===== config.mk =====
export PLATFORM = sky130hd
export DESIGN_NAME = id_ex_stage
export DESIGN_NICKNAME = d
export VERILOG_FILES = /design/src/rtl/riscv_pkg.sv /design/src/rtl/alu_control.sv /design/src/rtl/id_ex_stage.sv
export SDC_FILE = /design/constraint.sdc
export NUM_CORES = 1
export LEC_CHECK = 0
export BUFFER_PORTS_ARGS = -buffer_cell sky130_fd_sc_hd__buf_4
export CORE_AREA = 8 8 214 216
export DETAILED_ROUTE_END_ITERATION = 10
export DIE_AREA = 0 0 222 224
export GPL_ROUTABILITY_DRIVEN = 0
export GPL_TIMING_DRIVEN = 0
export PLACE_DENSITY = 0.52
export SLEW_MARGIN = 20
export SYNTH_ARGS = -nofsm -noshare
export SYNTH_HDL_FRONTEND = slang
export SYNTH_SLANG_ARGS = --single-unit

===== constraint.sdc =====
create_clock -name clk -period 2.6 [get_ports clk]
set_clock_uncertainty 0.05 [all_clocks]
set_input_delay 0.65 -clock clk [delete_from_list [all_inputs] [get_ports clk]]
set_output_delay 0.65 -clock clk [all_outputs]
set_load 0.1 [all_outputs]

===== src/rtl/riscv_pkg.sv =====
// Shared RISC-V pipeline definitions: ALU operation codes and ALUOp encodings,
// used by id_ex_stage, alu_control and the alu.
package riscv_pkg;

    localparam logic [3:0] ALU_AND = 4'b0000;
    localparam logic [3:0] ALU_OR  = 4'b0001;
    localparam logic [3:0] ALU_ADD = 4'b0010;
    localparam logic [3:0] ALU_SUB = 4'b0110;
    localparam logic [3:0] ALU_NOP = 4'b1111;

    typedef enum logic [1:0] {
        ALUOP_MEM    = 2'b00,
        ALUOP_BRANCH = 2'b01,
        ALUOP_RTYPE  = 2'b10,
        ALUOP_ITYPE  = 2'b11
    } alu_op_e;

    localparam logic [2:0] F3_ADD = 3'b000;
    localparam logic [2:0] F3_OR  = 3'b110;
    localparam logic [2:0] F3_AND = 3'b111;

endpackage


===== src/rtl/alu_control.sv =====
// Combinational ALU control: maps (alu_op, funct3, funct7b5) to the 4-bit ALU
// operation and flags combinations the ALU does not implement as illegal.
module alu_control
    import riscv_pkg::*;
(
    input  logic [1:0] alu_op,
    input  logic [2:0] funct3,
    input  logic       funct7b5,
    output logic [3:0] operation,
    output logic       illegal
);

    always_comb begin
        // NOTE: every output gets a default first, so no path through the case infers a latch.
        operation = ALU_NOP;
        illegal   = 1'b1;
        case (alu_op)
            ALUOP_MEM: begin
                operation = ALU_ADD;
                illegal   = 1'b0;
            end
            ALUOP_BRANCH: begin
                operation = ALU_SUB;
                illegal   = 1'b0;
            end
            ALUOP_RTYPE, ALUOP_ITYPE: begin
                case (funct3)
                    F3_AND: begin
                        operation = ALU_AND;
                        illegal   = 1'b0;
                    end
                    F3_OR: begin
                        operation = ALU_OR;
                        illegal   = 1'b0;
                    end
                    F3_ADD: begin
                        // funct7b5 selects SUB only for register-register ops; ADDI has no SUBI.
                        operation = (alu_op == ALUOP_RTYPE && funct7b5) ? ALU_SUB : ALU_ADD;
                        illegal   = 1'b0;
                    end
                    default: ;
                endcase
            end
            default: ;
        endcase
    end

endmodule


===== src/rtl/id_ex_stage.sv =====
// ID/EX pipeline register feeding the ALU. Define ID_EX_FWD_EN to enable
// EX/MEM and MEM/WB operand forwarding; otherwise register-file data is used.
module id_ex_stage
    import riscv_pkg::*;
#(
    parameter int WIDTH = 64
) (
    input  logic             clk,
    input  logic             reset,
    input  logic             stall,
    input  logic             flush,
    input  logic             id_valid,
    input  logic [WIDTH-1:0] id_rs1_data,
    input  logic [WIDTH-1:0] id_rs2_data,
    input  logic [WIDTH-1:0] id_imm,
    input  logic [4:0]       id_rs1,
    input  logic [4:0]       id_rs2,
    input  logic [4:0]       id_rd,
    input  logic [1:0]       id_alu_op,
    input  logic [2:0]       id_funct3,
    input  logic             id_funct7b5,
    input  logic             id_alu_src,
    input  logic             id_reg_write,
    input  logic             id_mem_read,
    input  logic             id_mem_write,
    input  logic             exmem_reg_write,
    input  logic [4:0]       exmem_rd,
    input  logic [WIDTH-1:0] exmem_result,
    input  logic             memwb_reg_write,
    input  logic [4:0]       memwb_rd,
    input  logic [WIDTH-1:0] memwb_result,
    output logic             ex_valid,
    output logic [3:0]       operation,
    output logic [WIDTH-1:0] data1,
    output logic [WIDTH-1:0] data2,
    output logic [WIDTH-1:0] ex_store_data,
    output logic [4:0]       ex_rd,
    output logic             ex_reg_write,
    output logic             ex_mem_read,
    output logic             ex_mem_write,
    output logic             ex_illegal
);

    logic [3:0]       dec_op;
    logic             dec_illegal;

    logic             valid_q, illegal_q, alu_src_q;
    logic             reg_write_q, mem_read_q, mem_write_q;
    logic [3:0]       op_q;
    logic [4:0]       rd_q;
    logic [WIDTH-1:0] rs1_data_q, rs2_data_q, imm_q;
    logic [WIDTH-1:0] rs1_val, rs2_val;

    alu_control u_alu_control (
        .alu_op    (id_alu_op),
        .funct3    (id_funct3),
        .funct7b5  (id_funct7b5),
        .operation (dec_op),
        .illegal   (dec_illegal)
    );

`ifdef ID_EX_FWD_EN
    logic [4:0] rs1_q, rs2_q;
`endif

    always_ff @(posedge clk) begin
        // NOTE: non-blocking assignments so every register samples pre-edge values.
        if (reset) begin
            valid_q     <= 1'b0;
            op_q        <= ALU_ADD;
            illegal_q   <= 1'b0;
            alu_src_q   <= 1'b0;
            reg_write_q <= 1'b0;
            mem_read_q  <= 1'b0;
            mem_write_q <= 1'b0;
            rd_q        <= '0;
            rs1_data_q  <= '0;
            rs2_data_q  <= '0;
            imm_q       <= '0;
`ifdef ID_EX_FWD_EN
            rs1_q       <= '0;
            rs2_q       <= '0;
`endif
        end else if (flush) begin
            // Bubble: control cleared, operand data left as-is since nothing consumes it.
            valid_q     <= 1'b0;
            op_q        <= ALU_ADD;
            illegal_q   <= 1'b0;
            alu_src_q   <= 1'b0;
            reg_write_q <= 1'b0;
            mem_read_q  <= 1'b0;
            mem_write_q <= 1'b0;
            rd_q        <= '0;
        end else if (!stall) begin
            valid_q     <= id_valid;
            op_q        <= dec_op;
            illegal_q   <= dec_illegal;
            alu_src_q   <= id_alu_src;
            reg_write_q <= id_reg_write;
            mem_read_q  <= id_mem_read;
            mem_write_q <= id_mem_write;
            rd_q        <= id_rd;
            rs1_data_q  <= id_rs1_data;
            rs2_data_q  <= id_rs2_data;
            imm_q       <= id_imm;
`ifdef ID_EX_FWD_EN
            rs1_q       <= id_rs1;
            rs2_q       <= id_rs2;
`endif
        end
    end

`ifdef ID_EX_FWD_EN
    function automatic logic [WIDTH-1:0] fwd(
        input logic [4:0]       rs,
        input logic [WIDTH-1:0] rf_data,
        input logic             em_we,
        input logic [4:0]       em_rd,
        input logic [WIDTH-1:0] em_res,
        input logic             mw_we,
        input logic [4:0]       mw_rd,
        input logic [WIDTH-1:0] mw_res
    );
        if (rs != 5'd0 && em_we && em_rd == rs) return em_res;
        if (rs != 5'd0 && mw_we && mw_rd == rs) return mw_res;
        return rf_data;
    endfunction

    always_comb begin
        rs1_val = fwd(rs1_q, rs1_data_q, exmem_reg_write, exmem_rd, exmem_result,
                      memwb_reg_write, memwb_rd, memwb_result);
        rs2_val = fwd(rs2_q, rs2_data_q, exmem_reg_write, exmem_rd, exmem_result,
                      memwb_reg_write, memwb_rd, memwb_result);
    end

    logic unused_ids;
    assign unused_ids = 1'b0;
`else
    assign rs1_val = rs1_data_q;
    assign rs2_val = rs2_data_q;

    logic unused_ids;
    assign unused_ids = ^{id_rs1, id_rs2, exmem_reg_write, exmem_rd, exmem_result,
                          memwb_reg_write, memwb_rd, memwb_result};
`endif

    assign data1         = rs1_val;
    assign ex_store_data = rs2_val;
    assign data2         = alu_src_q ? imm_q : rs2_val;

    // Side-effecting controls only escape for a valid, legal instruction.
    assign ex_valid     = valid_q;
    assign operation    = op_q;
    assign ex_rd        = rd_q;
    assign ex_illegal   = valid_q & illegal_q;
    assign ex_reg_write = reg_write_q & valid_q & ~illegal_q;
    assign ex_mem_read  = mem_read_q  & valid_q & ~illegal_q;
    assign ex_mem_write = mem_write_q & valid_q & ~illegal_q;

endmodule


; Yosys cells after proc, flatten, opt, wreduce, memory -nomap -nowiden
; Index checks and enable logic that the tools add are counted.
[classes]
eq_ne = 5
n_mux = 6
bitwise_logic = 10
n_reduce_logical = 8
[op_table]
columns = operator, n
row1 = 2-to-1 mux 64 bit, 1
row2 = case mux 4 bit (3 select lines), 2
row3 = AND 1 bit, 7
row4 = "equality test 3 bit, second input constant", 2
row5 = OR reduction 2 bit, 3
row6 = "equality test 2 bit, second input constant", 2
row7 = zero test 3 bit, 1
row8 = 2-to-1 mux 3 bit, 1
row9 = inverter 1 bit, 3
row10 = OR reduction 3 bit, 1
row11 = "equality test 2 x 1 -> 1 bit, second input constant", 1
row12 = zero test 2 bit, 1
row13 = case mux 1 bit (2 select lines), 1
row14 = AND reduction 2 bit, 1
row15 = logical AND 1 bit, 1
row16 = 2-to-1 mux 1 bit, 1
[totals]
reg_bits = 207
input_bits = 362
output_inout_bits = 206

; Logic depth before layout (Yosys ltp)
; Gate-level depths: netlist (run 1).
[logic_depth]
depth_word = 5
mapped_depth = 7
depth_no_buf = 3

; Hierarchy
; From an unflattened synthesis (run 1), not the netlist that was laid out.
[hier_totals]
hier_cells = 1009
hier_area_um2 = 9396.5
[modules_own_cells]
columns = mod, instances, cells_per_inst, area_per_inst_um2
row1 = id_ex_stage, 1, 1000, 9334.0
row2 = alu_control, 1, 9, 62.6

; Worst setup path before layout (run 1)
; OpenSTA, ideal clock, no wires.
[synth_path]
path_kind = register to output
start = register valid_q (netlist: ex_valid)
end = output port ex_mem_read
arrival_ns = 1.964
required_ns = 1.900
slack_ns = -0.064
path_stages_with_launch = 3
n_path_buf = 0
path_cell_list = dfxtp_1 nor2b_1 and2_1
[synth_via]
elab_chain_cells = 2
[synth_lines]
columns = element, line_no
row1 = start: declaration, id_ex_stage.sv:47  ; logic valid_q, illegal_q, alu_src_q;
row2 = start signal: assignment, id_ex_stage.sv:95  ; valid_q <= id_valid;
row3 = AND 1 bit (2 in a row), id_ex_stage.sv:157  ; assign ex_mem_read = mem_read_q & valid_q & ~illegal_q;
row4 = end: declaration, id_ex_stage.sv:39  ; output logic ex_mem_read,
; No other way between the ends.

; Final worst setup path (run 1)
[layout_path]
start = register alu_src_q
end = output port data2[18]
[layout_via]
elab_chain_cells = 1
[layout_lines]
columns = element, line_no
row1 = start: declaration, id_ex_stage.sv:47
row2 = start signal: assignment, id_ex_stage.sv:98  ; alu_src_q <= id_alu_src;
row3 = 2-to-1 mux 64 bit, id_ex_stage.sv:149  ; assign data2 = alu_src_q ? imm_q : rs2_val;
row4 = end: declaration, id_ex_stage.sv:35  ; output logic [WIDTH-1:0] data2,
; No other way between the ends.

==> flow_summary.json, run 1 <==
{
  "status": "finished clean",
  "synth_top_family_by_area": "simple AND/OR/NAND/NOR gates",
  "final_common_cell": "nand2_1",
  "clockBufferDepth": 3,
  "synth_top_area_share_pct": 51.6,
  "mostFrequentLayoutCells": "nand2_1, buf_4, dfxtp_1",
  "fin_util_pct": 30.6,
  "relSlewSlack_pct": 30.4,
  "worstMarginPinSlew_ns": 1.04,
  "crit_top_cell": "buf_6",
  "max-cap-violations": 0,
  "core-area_mm2": 0.0425,
  "synth_xor_xnor_area_share_pct": 0,
  "area_growth_pct": 61.7,
  "syn-num-nets": 1331,
  "setup_viol": 0,
  "drtPass1Iterations": 4,
  "die_h_um": 224,
  "initial_core_util_pct": 18.9,
  "synth.cell_area_mm2": 0.00803,
  "wl_um": 34600,
  "fin_crit_ns": 2.49,
  "hold_class": "primary input to flop",
  "drt-initial-drc-count": 328,
  "grt_setup_unrepaired": "false",
  "synth-simple-area-share_pct": 19.7,
  "finalSetupTns_ns": 0,
  "peakVddDrop_mv": 0.402,
  "synth_area_leaders": "dfxtp_1, nand2_1, a21oi_1",
  "synth_compound_area_share_pct": 12.6,
  "dr_wl_met2_um": 16900,
  "antenna_found_initial": 4,
  "p_leak_uw": 0.00570,
  "crit_chain": "buf_12 -> buf_6 -> mux2_2 -> buf_6",
  "grt_usage_pct": 13.1,
  "first_global_vias": 8208,
  "place_ws_ns": 0.111,
  "cts_tree": "done",
  "hold_viol": 0,
  "synth.avg_cell_area_um2": 8.29,
  "post-route-drc-count": 0,
  "crit_arrival_ns": 1.79,
  "post-route-period-util_pct": 95.7,
  "viasPerCell": 4.05,
  "synth.area.mux_share_pct": 10.2,
  "die_w_um": 222,
  "hpwl_um": 27000,
  "fin_nets": 1777,
  "root_buffer": "clkbuf_16",
  "cts_max_level": 1,
  "met3RoutedLength_um": 3110,
  "ys_types": 21,
  "grt_first_pass_wirelength_um": 51200,
  "die_area_mm2": 0.0497,
  "critPathSlowestCell": "mux2_2",
  "drv_slew": 0,
  "io_buffers": 416,
  "synth_cells": 969,
  "drtAntennaViolNets": 0,
  "ys.warnings.count": 0,
  "path_buf_inv": 3,
  "top_layer": "met5",
  "power_density_mw_per_mm2": 711,
  "critPathRequiredTime_ns": 1.90,
  "cts_inserted_buffers": 26,
  "synth_area_leader_cell": "dfxtp_1",
  "avgRoutedWirePerCell_um": 17.5,
  "worstPathMaxFanout": 10,
  "hold_buffers": 0,
  "num_vias": 8026,
  "ioPinCount": 568,
  "globalRoute.totalOverflow": 0,
  "startpoint_type": "flop",
  "criticalPathCategory": "flop to output pin",
  "cts.sink_count": 207,
  "fin_ws_ns": 0.112,
  "drive_gt1_share_pct": 40.4,
  "worst_path_dominant_cell_family": "buffers and inverters",
  "clock_latency_ns": 0.53,
  "fmax_ghz": 0.402,
  "clkTransAtPathRegs_ns": 0.06,
  "ys_seq_area_share_pct": 51.6,
  "max_stage_delay_ns": 0.37,
  "worstSetupEndpointType": "output pin",
  "rows": 76,
  "synthAdderAreaFrac_pct": 0,
  "wl_met1_um": 13900,
  "grt_max_degree": 13,
  "ys_ff_latch": 207
}
-- stage by stage --
step                      std cells  total power [uW]  hold WS [ns]  area, um^2
after floorplan                 969              4900         0.383        8040
after global placement         1931              5550         0.390       11800
after detailed placement       1931              5560         0.395       11800
after CTS                      1979              9380         0.265       13000
after global routing           1980              9590         0.278       13000
final                          1981              9230         0.302       13000
-- worst min-delay path, stage by stage --
cell	delay (ns)
buf_4	0.10
nor2_1	0.05
nand2_1	0.05
-- sequential cells by signal (all words and copies together) (netlist names) --
name	count
alu_src_q	1
data1	64
ex_rd	5
ex_store_data	64
ex_valid	1
illegal_q	1
imm_q	64
mem_read_q	1
mem_write_q	1
operation	4
reg_write_q	1
-- synthesized netlist by cell type --
master	number
mux2i_1	10
and2_1	4
a32oi_1	1
nand3_1	2
mux2_2	64
buf_2	30
buf_6	21
or2_1	1
a32o_1	1
dfxtp_1	207
clkbuf_1	23
o21ai_0	1
a21oi_1	195
nor2_1	13
or2_2	1
nor2b_1	3
or3_1	1
nand2b_1	1
inv_1	1
nand2_1	388
o311ai_0	1
-- power by group --
part | internal [uW] | switching, uW | total [uW]
sequential | 3320 | 94.9 | 3410
combinational | 599 | 1500 | 2100
clock | 2270 | 1450 | 3720
-- final timing paths --
kind,cells after the start,from,slack [ns],endpoint
hold / removal,3,flush,0.30,operation[1]$_SDFFE_PP1N_
setup / recovery,4,alu_src_q$_SDFFE_PP0N_,0.11,data2[18]
setup reg to reg,4,alu_src_q$_SDFFE_PP0N_,1.60,alu_src_q$_SDFFE_PP0N_
hold reg to reg,2,imm_q[30]$_SDFFE_PP0P_,0.40,imm_q[30]$_SDFFE_PP0P_
-- metal layers --
metal / vias to the layer above / global-route usage (%)
li1: 4068 / -
met1: 3645 / 14.8
met2: 275 / 23.0
met3: 36 / 5.17
met4: 2 / 3.04
met5: - / 0
-- layout make-up --
cell class / count / area [um^2]
Antenna cell: 1 / 2.50
Buffer: 74 / 534
Clock buffer: 39 / 781
Clock inverter: 8 / 104
Fill cell: 4480 / 29500
Inverter: 1 / 3.75
Multi-Input combinational cell: 687 / 3420
Sequential cell: 207 / 4150
Tap cell: 546 / 683
Timing Repair Buffer: 418 / 3320
-- timing repair --
action,in CTS,in global routing
setup buffers,1,1
endpoints found under the setup margin,54,17
resized for setup,61,7
hold endpoints to repair,0,0
-- kinds of logic (layout without fill, tap and decap cells) --
logic type	count (synthesis)	after routing
and+or+nand+nor	414	414
muxes	74	74
other	0	1
DFF	207	207
buffers and inverters	75	540
AOI/OAI and AO/OA	199	199
Power figures use the tool's default switching activity.
==> run 2: changes to the inputs <==
- CORE_AREA: 8 8 214 216 -> 8 8 213 215
- DIE_AREA: 0 0 222 224 -> 0 0 221 223
- PLACE_DENSITY: 0.52 -> 0.54
- clock period: 2.6 -> 2.15 ns (I/O delays scaled with it)
==> run 2 against run 1 <==
Net effect:
- the run now ends with setup timing left
- sequential cell count did not move
- highest routed layer is now met4
- hold slack got worse by 0.12 ns
- sequential power rose by 21%
- core utilization rose by 1.1 points
- cell count fell by 0.10%
- count of clock-buffer cells in the layout did not move
- sequential share of layout area fell by 0.33 points
- combinational power rose by 26%
- die area fell by 0.89%
- routed wire length rose by 1.4%
- global-route usage rose by 0.43 points
==> flow_summary.json, run 2 (same netlist as run 1, synthesis figures left out) <==
{
  "post-route-drc-count": 0,
  "mostFrequentLayoutCells": "nand2_1, buf_4, a21oi_1",
  "power_density_mw_per_mm2": 811,
  "cts_inserted_buffers": 25,
  "avgRoutedWirePerCell_um": 17.7,
  "hpwl_um": 27100,
  "whs_path_depth": 3,
  "die_w_um": 221,
  "reg2reg_depth": 4,
  "cp.depth": 4,
  "drt-initial-drc-count": 413,
  "seqCellArea_mm2": 0.00423,
  "criticalPathCategory": "flop to output pin",
  "critPathSlowestCell": "dfxtp_4",
  "antenna_found_initial": 0,
  "relSlewSlack_pct": 45.4,
  "hold_class": "primary input to flop",
  "fin_crit_ns": 2.36,
  "max_stage_delay_ns": 0.37,
  "worstSetupEndpointType": "output pin",
  "switching_power_uw": 3600,
  "power_switching_share_pct": 33.1,
  "startpoint_type": "flop",
  "initial_core_util_pct": 19.0,
  "max-cap-violations": 0,
  "grt_first_pass_wirelength_um": 52800,
  "p_leak_uw": 0.00580,
  "core-area_mm2": 0.0423,
  "drtAntennaViolNets": 0,
  "drtPass1Iterations": 4,
  "dpl_cell_area_mm2": 0.0119,
  "wl_um": 35100,
  "grt_setup_unrepaired": "true",
  "crit_arrival_ns": 1.77,
  "post-route-period-util_pct": 110,
  "hold_path_startpoint": "flush",
  "fill_cells": 4460,
  "worst_path_dominant_cell_family": "buffers and inverters",
  "crit_chain": "buf_12 -> buf_12 -> mux2_2 -> buf_6",
  "grt_usage_pct": 13.5,
  "setup_viol": 63,
  "r2r_start": "alu_src_q$_SDFFE_PP0N_",
  "hold_viol": 0,
  "status": "complete, but fails checks",
  "multiInputGateArea_mm2": 0.00348,
  "fin_area_mm2": 0.0134,
  "root_buffer": "clkbuf_16",
  "drive_gt1_share_pct": 44.9,
  "seqPwrFrac_pct": 38.1,
  "fin_nets": 1779,
  "path_buf_inv": 3,
  "die_area_mm2": 0.0493,
  "clock_latency_ns": 0.53,
  "die_h_um": 223,
  "cts.sink_count": 207,
  "crit_top_cell": "buf_12",
  "cts_tree": "done",
  "comb_power_share_pct": 24.3,
  "fmax_ghz": 0.424,
  "r2r-end": "alu_src_q$_SDFFE_PP0N_",
  "area_growth_pct": 66.7,
  "fin_util_pct": 31.6,
  "fin_ws_ns": -0.209,
  "globalRoute.totalOverflow": 0,
  "cts_max_level": 1,
  "worstMarginPinSlew_ns": 0.819,
  "io_buffers": 416,
  "dpl.cell_count": 1931,
  "grt_max_degree": 12,
  "drv_slew": 0,
  "clkTransAtPathRegs_ns": 0.06,
  "diodes": 0,
  "first_global_vias": 8424,
  "hold_buffers": 0,
  "ioPinCount": 568,
  "rrSetupSlack_ns": 1.12,
  "viasPerCell": 4.13,
  "rows": 76,
  "stdcell_count": 1979,
  "critPathRequiredTime_ns": 1.56,
  "p_int_uw": 7270,
  "min_to": "operation[1]$_SDFFE_PP1N_",
  "final_common_cell": "nand2_1",
  "num_vias": 8168,
  "peakVddDrop_mv": 0.425,
  "worstPathMaxFanout": 10,
  "failed_checks": "setup timing",
  "p_clk_share_pct": 37.7,
  "clockBufferDepth": 3
}
==> run 2: cell count changes in the layout (fill, tap and decap cells not counted), sizes merged <==
cell	previous run	this run
buf	468	471
inv	3	1
bufinv	2	1
clkinv	3	2
diode	1	0
==> run 2: worst register-to-register path: cells and delay by family (launching register included) <==
kind	cells	cell delay, ns
buf+inv	2	0.32
mux	1	0.13
simple gates	1	0.05
flops	1	0.36
==> run 2: how the worst max path moves through the flow <==
stage                     slack (ns)                   start                              to
after floorplan                 0.21   ex_valid$_SDFFE_PP0N_                     ex_mem_read
after global placement         -0.21                   reset   ex_store_data[1]$_SDFFE_PP0P_
after detailed placement       -0.18                   reset  ex_store_data[61]$_SDFFE_PP0P_
after CTS                      -0.27  alu_src_q$_SDFFE_PP0N_                       data2[14]
after global routing           -0.27  alu_src_q$_SDFFE_PP0N_                       data2[50]
final                          -0.21  alu_src_q$_SDFFE_PP0N_                       data2[18]
==> run 2: final cells by class <==
cell class              instances  area share [%]
flip-flops and latches        207            31.6
repair buffers                421            27.1
multi-input cells             687            26.0
clock buffers                  39            5.51
well taps                     546            5.10
plain buffers                  74            4.33
clock inverters                 4           0.355
inverters                       1          0.0280
==> run 2: per-layer routing <==
metal / up-vias / global-route usage, % / wire (um)
met5: - / 0 / 0
met4: 0 / 2.95 / 580
met3: 37 / 4.99 / 3090
met2: 292 / 23.3 / 16800
met1: 3776 / 15.9 / 14600
li1: 4063 / - / -
==> run 2: metrics by stage <==
stage | hold WS [ns] | worst slack, ns | power, uW | setup TNS [ns]
2_1_floorplan | 0.383 | 0.208 | 5940 | 0
3_3_place_gp | 0.390 | -0.214 | 6730 | -16.34
3_5_place_dp | 0.393 | -0.178 | 6740 | -4.48
4_1_cts | 0.142 | -0.271 | 11000 | -15.30
5_1_grt | 0.176 | -0.272 | 11300 | -14.83
6_report | 0.183 | -0.209 | 10900 | -11.15
==> run 2: what timing repair did <==
action,4_1_cts,5_1_grt
cloned,2,1
resized for setup,121,37
buffers inserted,2,1
endpoints found under the setup margin,67,67
pin swaps,0,0
hold endpoints to repair,0,0
==> run 2: power groups by stage <==
stage,registers [uW],logic [uW],clock network [uW]
after floorplan,5020,921,0
after global placement,4210,2520,0
after detailed placement,4220,2530,0
after CTS,4140,2630,4210
after global routing,4160,2760,4340
final,4140,2640,4100
